### config.mk
export PLATFORM = sky130hd
export DESIGN_NAME = event_timestamp_fifo
export DESIGN_NICKNAME = d
export VERILOG_FILES = /design/src/rtl/event_timestamp_fifo_pkg.sv /design/src/rtl/sync_fifo_regs.sv /design/src/rtl/event_timestamp_fifo.sv
export SDC_FILE = /design/constraint.sdc
export NUM_CORES = 1
export LEC_CHECK = 0
export BUFFER_PORTS_ARGS = -buffer_cell sky130_fd_sc_hd__buf_2
export CAP_MARGIN = 10
export CORE_UTILIZATION = 25
export DETAILED_ROUTE_END_ITERATION = 6
export PLACE_DENSITY = 0.5
export SLEW_MARGIN = 10
export SYNTH_ARGS = -nofsm -noshare
export SYNTH_HDL_FRONTEND = slang
export SYNTH_SLANG_ARGS = --single-unit
### constraint.sdc
create_clock -name clk -period 2.3 [get_ports clk]
set_input_delay 0.115 -clock clk [delete_from_list [all_inputs] [get_ports clk]]
set_output_delay 0.115 -clock clk [all_outputs]
set_load 0.05 [all_outputs]
### src/rtl/event_timestamp_fifo_pkg.sv
// Shared defaults for the event timestamp FIFO so that readout-side decode and the block agree.
// No logic here, so there is no latency.
// No flow control here.
package event_timestamp_fifo_pkg;

    // Width of the free-running timestamp and of each queued stamp
    localparam int TS_WIDTH_DEF   = 16;
    // log2 of the FIFO depth (4 entries by default)
    localparam int DEPTH_LOG2_DEF = 2;
    // Width of the saturating dropped-event counter
    localparam int OVF_WIDTH_DEF  = 8;

endpackage

### src/rtl/sync_fifo_regs.sv
// Register-array FIFO with a registered head entry and a level counter.
// A push into an empty FIFO is visible at the head one cycle later; there is no fall-through.
// The caller qualifies push against full; pop is ignored while the head is not valid.
module sync_fifo_regs #(
    parameter int WIDTH      = 16,
    parameter int DEPTH_LOG2 = 2
) (
    input  logic                  clk,
    input  logic                  reset,
    input  logic                  push,
    input  logic [WIDTH-1:0]      push_data,
    input  logic                  pop,
    output logic                  head_valid,
    output logic [WIDTH-1:0]      head_data,
    output logic [DEPTH_LOG2:0]   level,
    output logic                  full
);

    localparam int                  DEPTH      = 1 << DEPTH_LOG2;
    localparam logic [DEPTH_LOG2:0] FULL_LEVEL = {1'b1, {DEPTH_LOG2{1'b0}}};
    localparam logic [DEPTH_LOG2:0] LVL_ONE    = (DEPTH_LOG2+1)'(1);
    localparam logic [DEPTH_LOG2-1:0] PTR_ONE  = DEPTH_LOG2'(1);

    logic [WIDTH-1:0]      mem [DEPTH];
    logic [DEPTH_LOG2-1:0] wr_ptr;
    logic [DEPTH_LOG2-1:0] rd_ptr;
    logic [DEPTH_LOG2-1:0] rd_ptr_next;
    logic [DEPTH_LOG2:0]   level_next;
    logic [DEPTH_LOG2:0]   remain;
    logic [WIDTH-1:0]      head_next;
    logic                  pop_ok;
    logic                  push_ok;

    // Full and empty come from the level counter; pointers simply wrap
    assign full    = (level == FULL_LEVEL);
    assign pop_ok  = pop && head_valid;
    assign push_ok = push && (!full || pop_ok);

    // Next pointer, next level and the entry that becomes the registered head
    always_comb begin
        rd_ptr_next = pop_ok ? rd_ptr + PTR_ONE : rd_ptr;
        case ({push_ok, pop_ok})
            2'b10:   level_next = level + LVL_ONE;
            2'b01:   level_next = level - LVL_ONE;
            default: level_next = level;
        endcase
        // Entries still held once this cycle's pop is taken out
        remain    = pop_ok ? level - LVL_ONE : level;
        head_next = head_data;
        if (remain != '0) begin
            head_next = mem[rd_ptr_next];
        end else if (push_ok) begin
            head_next = push_data;
        end
    end

    // Pointer, level and head registers
    always_ff @(posedge clk or posedge reset) begin
        if (reset) begin
            wr_ptr     <= '0;
            rd_ptr     <= '0;
            level      <= '0;
            head_valid <= 1'b0;
            head_data  <= '0;
        end else begin
            if (push_ok) begin
                wr_ptr <= wr_ptr + PTR_ONE;
            end
            rd_ptr     <= rd_ptr_next;
            level      <= level_next;
            head_valid <= (level_next != '0);
            head_data  <= head_next;
        end
    end

    // Storage array; contents are meaningless until covered by the level
    always_ff @(posedge clk) begin
        if (push_ok) begin
            mem[wr_ptr] <= push_data;
        end
    end

endmodule

### src/rtl/event_timestamp_fifo.sv
// Stamps synchronised event pulses with a free-running counter and queues the stamps.
// A stamp is presented on evt_valid/evt_ts one cycle after its event; the head holds until taken.
// When full, an event is accepted only alongside a pop; otherwise it is dropped and counted.
module event_timestamp_fifo
    import event_timestamp_fifo_pkg::*;
#(
    parameter int TS_WIDTH   = TS_WIDTH_DEF,
    parameter int DEPTH_LOG2 = DEPTH_LOG2_DEF,
    parameter int OVF_WIDTH  = OVF_WIDTH_DEF
) (
    input  logic                  clk,
    input  logic                  reset,
    input  logic                  event_in,
    input  logic                  ts_clear,
    output logic                  evt_valid,
    input  logic                  evt_ready,
    output logic [TS_WIDTH-1:0]   evt_ts,
    output logic [DEPTH_LOG2:0]   evt_level,
    output logic [OVF_WIDTH-1:0]  ovf_count,
    input  logic                  ovf_clear
);

    localparam logic [TS_WIDTH-1:0]  TS_ONE  = TS_WIDTH'(1);
    localparam logic [OVF_WIDTH-1:0] OVF_ONE = OVF_WIDTH'(1);

    logic [TS_WIDTH-1:0] ts;
    logic                fifo_full;
    logic                pop;
    logic                push;
    logic                drop;

    // A pop frees a slot in the same cycle, so a full FIFO still takes the event
    assign pop  = evt_valid && evt_ready;
    assign push = event_in && (!fifo_full || pop);
    assign drop = event_in && fifo_full && !pop;

    // Free-running timestamp; the stamp captured this cycle is the pre-clear value
    always_ff @(posedge clk or posedge reset) begin
        if (reset) begin
            ts <= '0;
        end else if (ts_clear) begin
            ts <= '0;
        end else begin
            ts <= ts + TS_ONE;
        end
    end

    // Saturating count of dropped events; a drop during clear leaves a count of one
    always_ff @(posedge clk or posedge reset) begin
        if (reset) begin
            ovf_count <= '0;
        end else if (ovf_clear) begin
            ovf_count <= drop ? OVF_ONE : '0;
        end else if (drop && (ovf_count != '1)) begin
            ovf_count <= ovf_count + OVF_ONE;
        end
    end

    sync_fifo_regs #(
        .WIDTH      (TS_WIDTH),
        .DEPTH_LOG2 (DEPTH_LOG2)
    ) u_fifo (
        .clk        (clk),
        .reset      (reset),
        .push       (push),
        .push_data  (ts),
        .pop        (pop),
        .head_valid (evt_valid),
        .head_data  (evt_ts),
        .level      (evt_level),
        .full       (fifo_full)
    );

endmodule
; ---- Yosys cells after proc, flatten, opt, wreduce, memory -nomap -nowiden
; Memories as Yosys holds them, arrays and structs flattened.
; Index checks and enable logic that the tools add are counted.
; W data, S select, Z words.
[totals]
register_bits = 48
ram_bits = 64
inputBits = 6
out_inout_bits = 28
word_cells = 44
mem_count = 1
[mem_list]
columns = memory, words, width, read_ports, rd_clocked_by_memory_dff, write_ports, line
row1 = u_fifo.mem, 4, 16, 1, 0, 1, sync_fifo_regs.sv:24  ; logic [WIDTH-1:0] mem [DEPTH];
[classes]
addsub = 6
eq_ne = 4
n_mux = 11
n_reduce_logical = 15
[ops]
columns = op, n
row1 = $mux W16, 3
row2 = $add A16 B1 Y16 const B, 1
row3 = $mux W8, 2
row4 = $add A8 B1 Y8 const B, 1
row5 = $ne A8 B8 Y1 const B, 1
row6 = $logic_and A1 B1 Y1, 7
row7 = $pmux W3 S2, 1
row8 = $reduce_bool A3 Y1, 2
row9 = $add A2 B1 Y2 const B, 2
row10 = $reduce_bool A2 Y1, 2
row11 = $add A3 B1 Y3 const B, 1
row12 = $eq A3 B3 Y1 const B, 1
row13 = $mux W1, 3
row14 = $mux W3, 1
row15 = $sub A3 B1 Y3 const B, 1
row16 = $eq A2 B1 Y1 const B, 1
row17 = $eq A2 B2 Y1 const B, 1
row18 = $logic_not A1 Y1, 2
row19 = $logic_or A1 B1 Y1, 2
row20 = $mux W2, 1

; ---- Logic depth before layout (Yosys ltp)
; Gate-level depths: netlist (run 1).
[depth]
depth_word = 8
depth_mapped = 11
depth_no_buf = 10

; ---- Cells and area by module
; Synthesis (run 1) repeated with hierarchy kept, for this count alone.
[unflattened]
cells_unflattened = 385
area_unflattened_um2 = 5491.5
[by_module_without_submodules]
columns = mod, n_inst, cells_each, area_per_inst_um2, seq_area_each_um2
row1 = sync_fifo_regs, 1, 262, 4309.1, 2522.4
row2 = event_timestamp_fifo, 1, 123, 1182.4, 600.6

; ---- Worst setup path before layout (run 1)
; No wires, ideal clock.
[synth_path]
path_kind = register to register
startpoint = register u_fifo.level[0]
endpoint = register u_fifo.head_valid
setup_ns = 0.131
arrival_time_ns = 2.588
t_required_ns = 2.169
slack_ns = -0.420
path_stages_with_launch = 12
path_buffers = 1
synth_period_minus_slack_ns = 2.720
cell_sequence = dfrtp_1 > inv_1 > ha_1 > nand2_1 > o21ai_2 > inv_1 > buf_2 > ha_1 > nor2b_1 > o31ai_1 > o31ai_1 > or3_1
[synth_via]
elab_chain_cells = 8
word_cells_on_any_way = 12
classes_between = add/sub (2) / eq/ne (3) / mux (1) / reduce/logical (6)
[synth_lines]
columns = item, line
row1 = from (decl), sync_fifo_regs.sv:15  ; output logic [DEPTH_LOG2:0] level,
row2 = from (signal assigned), sync_fifo_regs.sv:70  ; level <= level_next;
row3 = $eq A3 B3 Y1 (*), sync_fifo_regs.sv:35  ; assign full = (level == FULL_LEVEL);
row4 = $logic_not A1 Y1 (*), "sync_fifo_regs.sv:37, event_timestamp_fifo.sv:34"
row5 = $logic_or A1 B1 Y1, event_timestamp_fifo.sv:34  ; assign push = event_in && (!fifo_full || pop);
row6 = $logic_and A1 B1 Y1, event_timestamp_fifo.sv:34
row7 = $logic_and A1 B1 Y1 (*), sync_fifo_regs.sv:37  ; assign push_ok = push && (!full || pop_ok);
row8 = via u_fifo.push_ok, sync_fifo_regs.sv:32  ; logic push_ok;
row9 = $eq A2 B1 Y1 / $eq A2 B2 Y1 (equally long branches), sync_fifo_regs.sv:42  ; case ({push_ok, pop_ok})
row10 = $pmux W3 S2 (*), sync_fifo_regs.sv:42
row11 = via u_fifo.level_next[2], sync_fifo_regs.sv:28  ; logic [DEPTH_LOG2:0] level_next;
row12 = $reduce_bool A3 Y1 (*), sync_fifo_regs.sv:71  ; head_valid <= (level_next != '0);
row13 = to (signal assigned), sync_fifo_regs.sv:71
row14 = to (decl), sync_fifo_regs.sv:13  ; output logic head_valid,
; Mark *: on every way through the listed nets, which the timed path passes. The rest lies on a longest branch.
; A chain may end at the register's enable or synchronous reset.

; ---- Final worst setup path (run 1)
[layout_path]
startpoint = register u_fifo.level[0]
endpoint = register u_fifo.head_valid
[layout_via]
elab_chain_cells = 8
word_cells_on_any_way = 12
classes_between = add/sub (2) / eq/ne (3) / mux (1) / reduce/logical (6)
[layout_lines]
columns = item, line
row1 = $eq A3 B3 Y1, sync_fifo_regs.sv:35
row2 = $logic_not A1 Y1, "sync_fifo_regs.sv:37, event_timestamp_fifo.sv:34"
row3 = $logic_or A1 B1 Y1, event_timestamp_fifo.sv:34
row4 = $logic_and A1 B1 Y1, event_timestamp_fifo.sv:34
row5 = $logic_and A1 B1 Y1, sync_fifo_regs.sv:37
row6 = $eq A2 B1 Y1 / $eq A2 B2 Y1 (equally long branches), sync_fifo_regs.sv:42
row7 = $pmux W3 S2 (*), sync_fifo_regs.sv:42
row8 = via u_fifo.level_next[2], sync_fifo_regs.sv:28
row9 = $reduce_bool A3 Y1 (*), sync_fifo_regs.sv:71
; Marks and branches as above.

==> results.md, run 1 <==
- Status: finished, violations left
- Failing checks: design-rule violations
- Ys async rst share: 0.4286
- Ys flop type: edfxtp_1
- Crit path time final: 2.160 ns
- Nets: 488
- WHS Endpoint: ovf_count[1]
- Leading cell type by number of instances after synthesis: mux2i_1
- DRC errors left: 8
- CP Class: flip-flop to flip-flop
- Vias in the first global route: 3664
- Max Fclk: between 400 and 500 MHz
- R2R depth: 10
- Count of final hold-check violations: 0
- Pre-CTS setup slack: 0.1070 ns
- Cells after synthesis: approximately 430
- DRT iter0 DRCs: 171
- Largest net degree at the start of global routing: 40
- Routed wirelength normalized by instance count: approximately 17 um
- VDD IR max: ~530 uV
- Initial antenna violation count: 0
- ANT nets after route: 0
- Synth area leaders: edfxtp_1, dfrtp_1, mux2i_1, mux2_4, a221o_1
- FF+latch count, synth: 112
- Hold Path Depth: 2
- RR Startpoint: u_fifo.level[0]
- Initial Utilization: 0.2565
- Worst setup SP type: flip-flop
- Total gr overflow: 0
- Layout cell share with drive strength beyond 1: 0.2206
- Vias after detailed routing: about 3700
- # rows: 54
- 1st-pass router iterations: 6
- Post-synthesis sequential area ratio: 0.5527
- Clk buf depth: 2
- CP Data Arrival Time: 2.39 ns
- RSZ-0062 raised after global routing: false
- Setup TNS: 0 ns
- I/O Buffers: 33
- Power density cells: 1212 nW/um^2
- # IOs: 34
- TritonCTS clock tree: yes
- Hold Path Class: input port to flip-flop
- Skew final: 0.01257 ns
- Core region area: between 20000 and 25000 um^2
- LEAKAGE: 2.731 nW
- Dpl cells: 737
- Clock transition at path regs: 0.07 ns
- Clock sinks: 112
- RR Endpoint: u_fifo.head_valid
- CTS buffer count: 9
- Synth-to-layout area growth: 17.07%
- Clk Latency, worst-skew pair: 0.35 ns
- Die Ht: 152.3 um
- Vias/cell: 4.836
- Area leader, netlist: edfxtp_1
- First-pass GRT wire length: 20330 um
- Synth top area share: 0.3401
- Slew Viols, Final: 0
- Synth cell types: 50
- Final worst slack: 0.1403 ns
- Final setup vio count: 0
- Worst-Margin Slew: between 0.7 and 0.8 ns
- Final period utilization: 0.9390
- Post-Syn Area: 5650 um^2
- Post-synth top cells: mux2i_1, edfxtp_1, dfrtp_1
- Gr usage total: 0.1141
- Max transition margin: 0.5077
- WP data required: 2.53 ns
- Die ar.: approximately 23000 um^2
- Hold path startpoint: ovf_clear
- Finished Cell Area: between 6000 and 7000 um^2
- Drt total wl: 12960 um
- Ys Warns: 0
- Gpl congestion: 0.8053
- Number of H-tree levels: 3
- Ant. Diodes: 0
- R2r setup slk: 0.14 ns
- Worst-path fanout max: 4
- Dpl hpwl: 8500 um
- Cell Count, Final, Fillers Out: 756
- CP endpoint kind: flip-flop
- Die X: 152.3 um
- Area post-placement: 6292 um^2
- Root Buffer: clkbuf_16
- Max-cap violation count: 0
- Post-synth EDFFs: between 60 and 70
- Syn avg cell area: 13.26 um^2
- Syn nets: between 400 and 500
[flip-flops by register name, summed over array words and instances (netlist names)]
| name | cells |
|---|---|
| u_fifo.level | 3 |
| u_fifo.rd_ptr | 2 |
| ts | 16 |
| u_fifo.head_data | 16 |
| u_fifo.wr_ptr | 2 |
| u_fifo.mem | 64 |
| ovf_count | 8 |
| u_fifo.head_valid | 1 |
[stage by stage]
| stage | power, mW | hold WS [ns] | util |
|---|---|---|---|
| floorplan | 5.573 | 0.4040 | - |
| global placement | 6.450 | 0.2374 | 0.2857 |
| detailed placement | 6.515 | 0.2328 | 0.2857 |
| CTS | 8.099 | 0.02676 | 0.2995 |
| global route | 8.451 | 0.04094 | 0.3003 |
| finish | 8.015 | 0.05350 | 0.3003 |
[how the worst max path moves through the flow]
stage | start | end | slack, ns | depth (start not counted)
2_1_floorplan | u_fifo.head_valid | u_fifo.head_valid | -0.06 | 11
3_3_place_gp | u_fifo.level[0] | u_fifo.head_valid | 0.15 | 10
3_5_place_dp | u_fifo.level[0] | u_fifo.head_valid | 0.11 | 10
4_1_cts | u_fifo.level[0] | u_fifo.head_valid | 0.08 | 10
5_1_grt | u_fifo.level[0] | u_fifo.head_valid | 0.002 | 10
6_report | u_fifo.level[0] | u_fifo.head_valid | 0.14 | 10
[cell usage in the layout (no fill, tap or decap), drive strengths merged, types with 3 or more instances in the layout]
| cell type | n |
|---|---|
| clkbuf | 9 |
| a31oi | 5 |
| o31ai | 4 |
| nor4 | 3 |
| xnor2 | 12 |
| nand4 | 4 |
| and2 | 7 |
| dfrtp | 48 |
| nor2b | 5 |
| o21ai | 9 |
| edfxtp | 64 |
| ha | 11 |
| a21oi | 5 |
| or3 | 3 |
| and3 | 17 |
| clkinv | 5 |
| mux2 | 16 |
| nor3 | 9 |
| nand3 | 9 |
| nand2 | 12 |
| a221o | 15 |
| mux2i | 79 |
| buf | 57 |
| inv | 13 |
| a211oi | 17 |
| nor2 | 17 |
[worst max-delay path: stages (launching register included)]
cell	delay (ns)
dfrtp_2	0.43
inv_2	0.09
ha_2	0.19
nand2_2	0.10
o21ai_4	0.22
inv_2	0.08
ha_4	0.17
nor2b_1	0.12
o31ai_1	0.18
o31ai_1	0.12
or3_1	0.32
[repair_timing]
action | 4_1_cts | 5_1_grt
hold buffers | 1 | 0
setup endpoints to repair | 0 | 1
buffers inserted | 0 | 2
hold endpoints to repair | 23 | 0
gates resized for setup | 0 | 1
[cell families after synthesis]
kind of cell | count (synthesis) | synth area share
buffers and inverters | 36 | 0.03853
multiplexers | 95 | 0.1818
AO/OA/AOI/OAI | 64 | 0.08880
adder cells (fa/ha/maj) | 11 | 0.02436
flip-flops | 112 | 0.5527
AND/OR/NAND/NOR | 94 | 0.09212
XOR/XNOR | 14 | 0.02170
[layout make-up]
class,instances,area [um^2]
Tap cell,280,350.3
Clock buffer,9,225.2
Inverter,12,50.05
Clock inverter,7,70.07
Multi-Input combinational cell,278,2347
Timing Repair Buffer,58,442.9
Sequential cell,112,3129
Fill cell,2194,15410
[where the power goes]
part	switching (mW)	total, mW	internal, mW	leakage [nW]
logic	2.10	3.57	1.48	1.36
registers	0.264	2.87	2.61	1.22
clock network	0.722	1.57	0.846	0.147
[layer usage]
layer,part of all wire,global-route usage,routed length (um),vias up
met5,0,0,0,-
met4,0.021,0.05296,268,0
met3,0.026,0.01849,343,18
met2,0.49,0.1968,6367,63
met1,0.46,0.1394,5985,1863
li1,-,-,-,1712
(Power assumes the default switching activity.)
==> run 2, diff against run 1 <==
--- a/config.mk
+++ b/config.mk
@@ -9,7 +9,8 @@
 export CAP_MARGIN = 10
 export CORE_UTILIZATION = 25
 export DETAILED_ROUTE_END_ITERATION = 6
-export PLACE_DENSITY = 0.5
+export PLACE_DENSITY = 0.49
+export SKIP_LAST_GASP = 1
 export SLEW_MARGIN = 10
 export SYNTH_ARGS = -nofsm -noshare
 export SYNTH_HDL_FRONTEND = slang
==> constraint.sdc (replaced) <==
create_clock -name clk -period 2.2 [get_ports clk]
set_input_delay 0.11 -clock clk [delete_from_list [all_inputs] [get_ports clk]]
set_output_delay 0.11 -clock clk [all_outputs]
set_load 0.05 [all_outputs]
==> run 2 against run 1 <==
The run still ends with design-rule violations left. Count of clock-buffer cells in the layout is 3 higher. Sequential share of layout area is 0.071 points lower. Non-clock buffer count is 6 higher. Power is 5.5% higher. Fmax is 2.1% higher. Clock power is 7% higher. Register-to-register slack worse by 0.06 ns. Critical path depth stayed put. Routed wire length is 3.7% higher. Largest cell class unchanged. Sequential cell count stayed put. Largest power group unchanged.
==> results.md, run 2 (synthesis gave the netlist of run 1 again) <==
- Cell Count, Final, Fillers Out: 762 (+0.79%)
- LEAKAGE: 2.746 nW (+0.54%)
- Crit path time final: 2.116 ns (-0.04398 ns)
- Drt total wl: 13440 um (+3.7%)
- DRT iter0 DRCs: 273 (+60%)
- Worst-Margin Slew: 0.6103 ns (-0.1255 ns)
- Worst setup SP type: flip-flop
- Slew Viols, Final: 0 (unchanged)
- Commonest non-fill, non-tap cell in the layout: mux2i_1
- Gr usage total: 0.1202 (+0.006047)
- Ant. Diodes: 0 (unchanged)
- Failing checks: design-rule violations
- Dpl cells: 737 (unchanged)
- Vias in the first global route: 3936 (+7.4%)
- Max-cap violation count: 0 (unchanged)
- RR Startpoint: u_fifo.level[0]
- Area post-placement: 6217 um^2 (-1.2%)
- Die ar.: 23210 um^2 (unchanged)
- DRC errors left: 7 (-1)
- Nets: 494 (+1.2%)
- Clk buf depth: 2 (unchanged)
- Clock transition at path regs: 0.07 ns (about the same)
- Dpl hpwl: 8760 um (+3.1%)
- Layout cell share with drive strength beyond 1: 0.2365 (+0.01593)
- Final setup vio count: 0 (unchanged)
- Max Fclk: 472.6 MHz (+2.1%)
- CTS buffer count: 9 (unchanged)
- Top reg by flops: u_fifo.mem
- Initial Utilization: 0.2565 (unchanged)
- Total Power: 8.454 mW (+5.5%)
- Largest net degree at the start of global routing: 49 (+23%)
- Root Buffer: clkbuf_16
- Worst-path fanout max: 4 (unchanged)
- Die Ht: 152.3 um (unchanged)
- Finished Cell Area: 6625 um^2 (+0.15%)
- Final period utilization: 0.9617 (+0.02269)
- Die X: 152.3 um (unchanged)
- # IOs: 34 (unchanged)
- Count of final hold-check violations: 0 (unchanged)
- Hold Path Class: input port to flip-flop
- ANT nets after route: 0 (unchanged)
- Vias after detailed routing: 3752 (+2.6%)
- Status: finished, violations left
- Initial antenna violation count: 0 (unchanged)
- Synth-to-layout area growth: 17.25%
- Routed wirelength normalized by instance count: 17.64 um (+2.9%)
- Max reg flops: 64 (unchanged)
- CP Class: flip-flop to flip-flop
- Largest regs: u_fifo.mem: 64 flops, ts: 16 flops, u_fifo.head_data: 16 flops
- CP endpoint kind: flip-flop
- Hold path startpoint: ovf_clear
- Commonest cells after routing, fill and taps aside: mux2i_1, edfxtp_1, dfrtp_1
- # rows: 54 (unchanged)
- VDD IR max: 521.8 uV (-1.7%)
- Final Core Density: 0.3008 (+0.0004550)
- TritonCTS clock tree: yes
- Skew final: 0.006642 ns (-0.005924 ns)
- Max transition margin: 0.5926 (+0.08488)
- Total gr overflow: 0 (unchanged)
- WP data required: 2.43 ns (-0.10 ns)
- First-pass GRT wire length: 21520 um (+5.9%)
- Gpl congestion: 0.8173 (+1.5%)
- CP Data Arrival Time: 2.35 ns (-0.04 ns)
- Clk Latency, worst-skew pair: 0.35 ns (about the same)
- Number of H-tree levels: 3 (unchanged)
- Clock sinks: 112 (unchanged)
- CP startpoint: u_fifo.level[0]
- Vias/cell: 4.924 (+1.8%)
- 1st-pass router iterations: 6 (unchanged)
- Power density cells: 1276 nW/um^2 (+5.3%)
- I/O Buffers: 33 (unchanged)
- Core region area: 22030 um^2 (unchanged)
run 2: changes by cell type in the layout (fill, tap and decap cells not counted), moves of 2 or more:
cell        previous run  this run
o31ai_2                0         2
o31ai_1                4         2
buf_4                 17        29
clkinv_4               2         0
clkinvlp_4             0         2
buf_12                 7         1
clkbuf_1               0         2
clkinv_2               2         0
run 2: routing by layer:
layer	GRT usage	vias up	routed length, um
li1	-	1731	-
met1	0.1493	1935	6122
met2	0.2050	71	6607
met3	0.02105	15	501
met4	0.05151	0	212
met5	0	-	0
run 2: area by class of cell:
cell class / instances / area, um^2
clock buffer: 12 / 246.5
clock inverter: 4 / 53.80
fill: 2204 / 15400
inverter: 12 / 52.55
multi-input combinational: 278 / 2380
sequential: 112 / 3129
tap: 280 / 350.3
timing repair buffer: 64 / 412.9
run 2: where the power goes:
group	internal [mW]	switching [mW]
logic	1.54	2.15
registers	2.73	0.359
clock network	0.921	0.763
run 2: critical path: stages, from the launching register on:
cell and delay, ns:
dfrtp_2 0.43, inv_4 0.08, ha_4 0.14, nand2_4 0.06
o21ai_4 0.17, inv_2 0.08, ha_4 0.17, nor2b_4 0.12
o31ai_2 0.28, o31ai_2 0.12, or3_1 0.35
run 2: timing repair:
action,4_1_cts,5_1_grt
buffers inserted,0,8
endpoints found under the setup margin,0,1
resized for setup,0,9
hold endpoints to repair,22,0
hold buffers,1,0
run 2: path summary, 6_finish.rpt:
| kind | end | depth (start not counted) | slack [ns] |
|---|---|---|---|
| min in group asynchronous | u_fifo.head_data[0] | 3 | 0.37 |
| hold reg to reg | ovf_count[3] | 1 | 0.58 |
| setup / recovery | u_fifo.head_valid | 10 | 0.08 |
| max in group asynchronous | u_fifo.head_data[11] | 4 | 1.17 |
| setup reg to reg | u_fifo.head_valid | 10 | 0.08 |
| hold / removal | ovf_count[4] | 2 | 0.04 |
run 2: metrics by stage:
stage                     setup TNS [ns]  hold slack, ns  setup slack, ns
after floorplan                  -0.1581          0.3990          -0.1581
final                                  0         0.03527          0.08424
after detailed placement               0          0.2286          0.01607
after global routing            -0.02374         0.04079         -0.02374
after CTS                              0         0.01500         0.006558
after global placement                 0          0.2219          0.05790
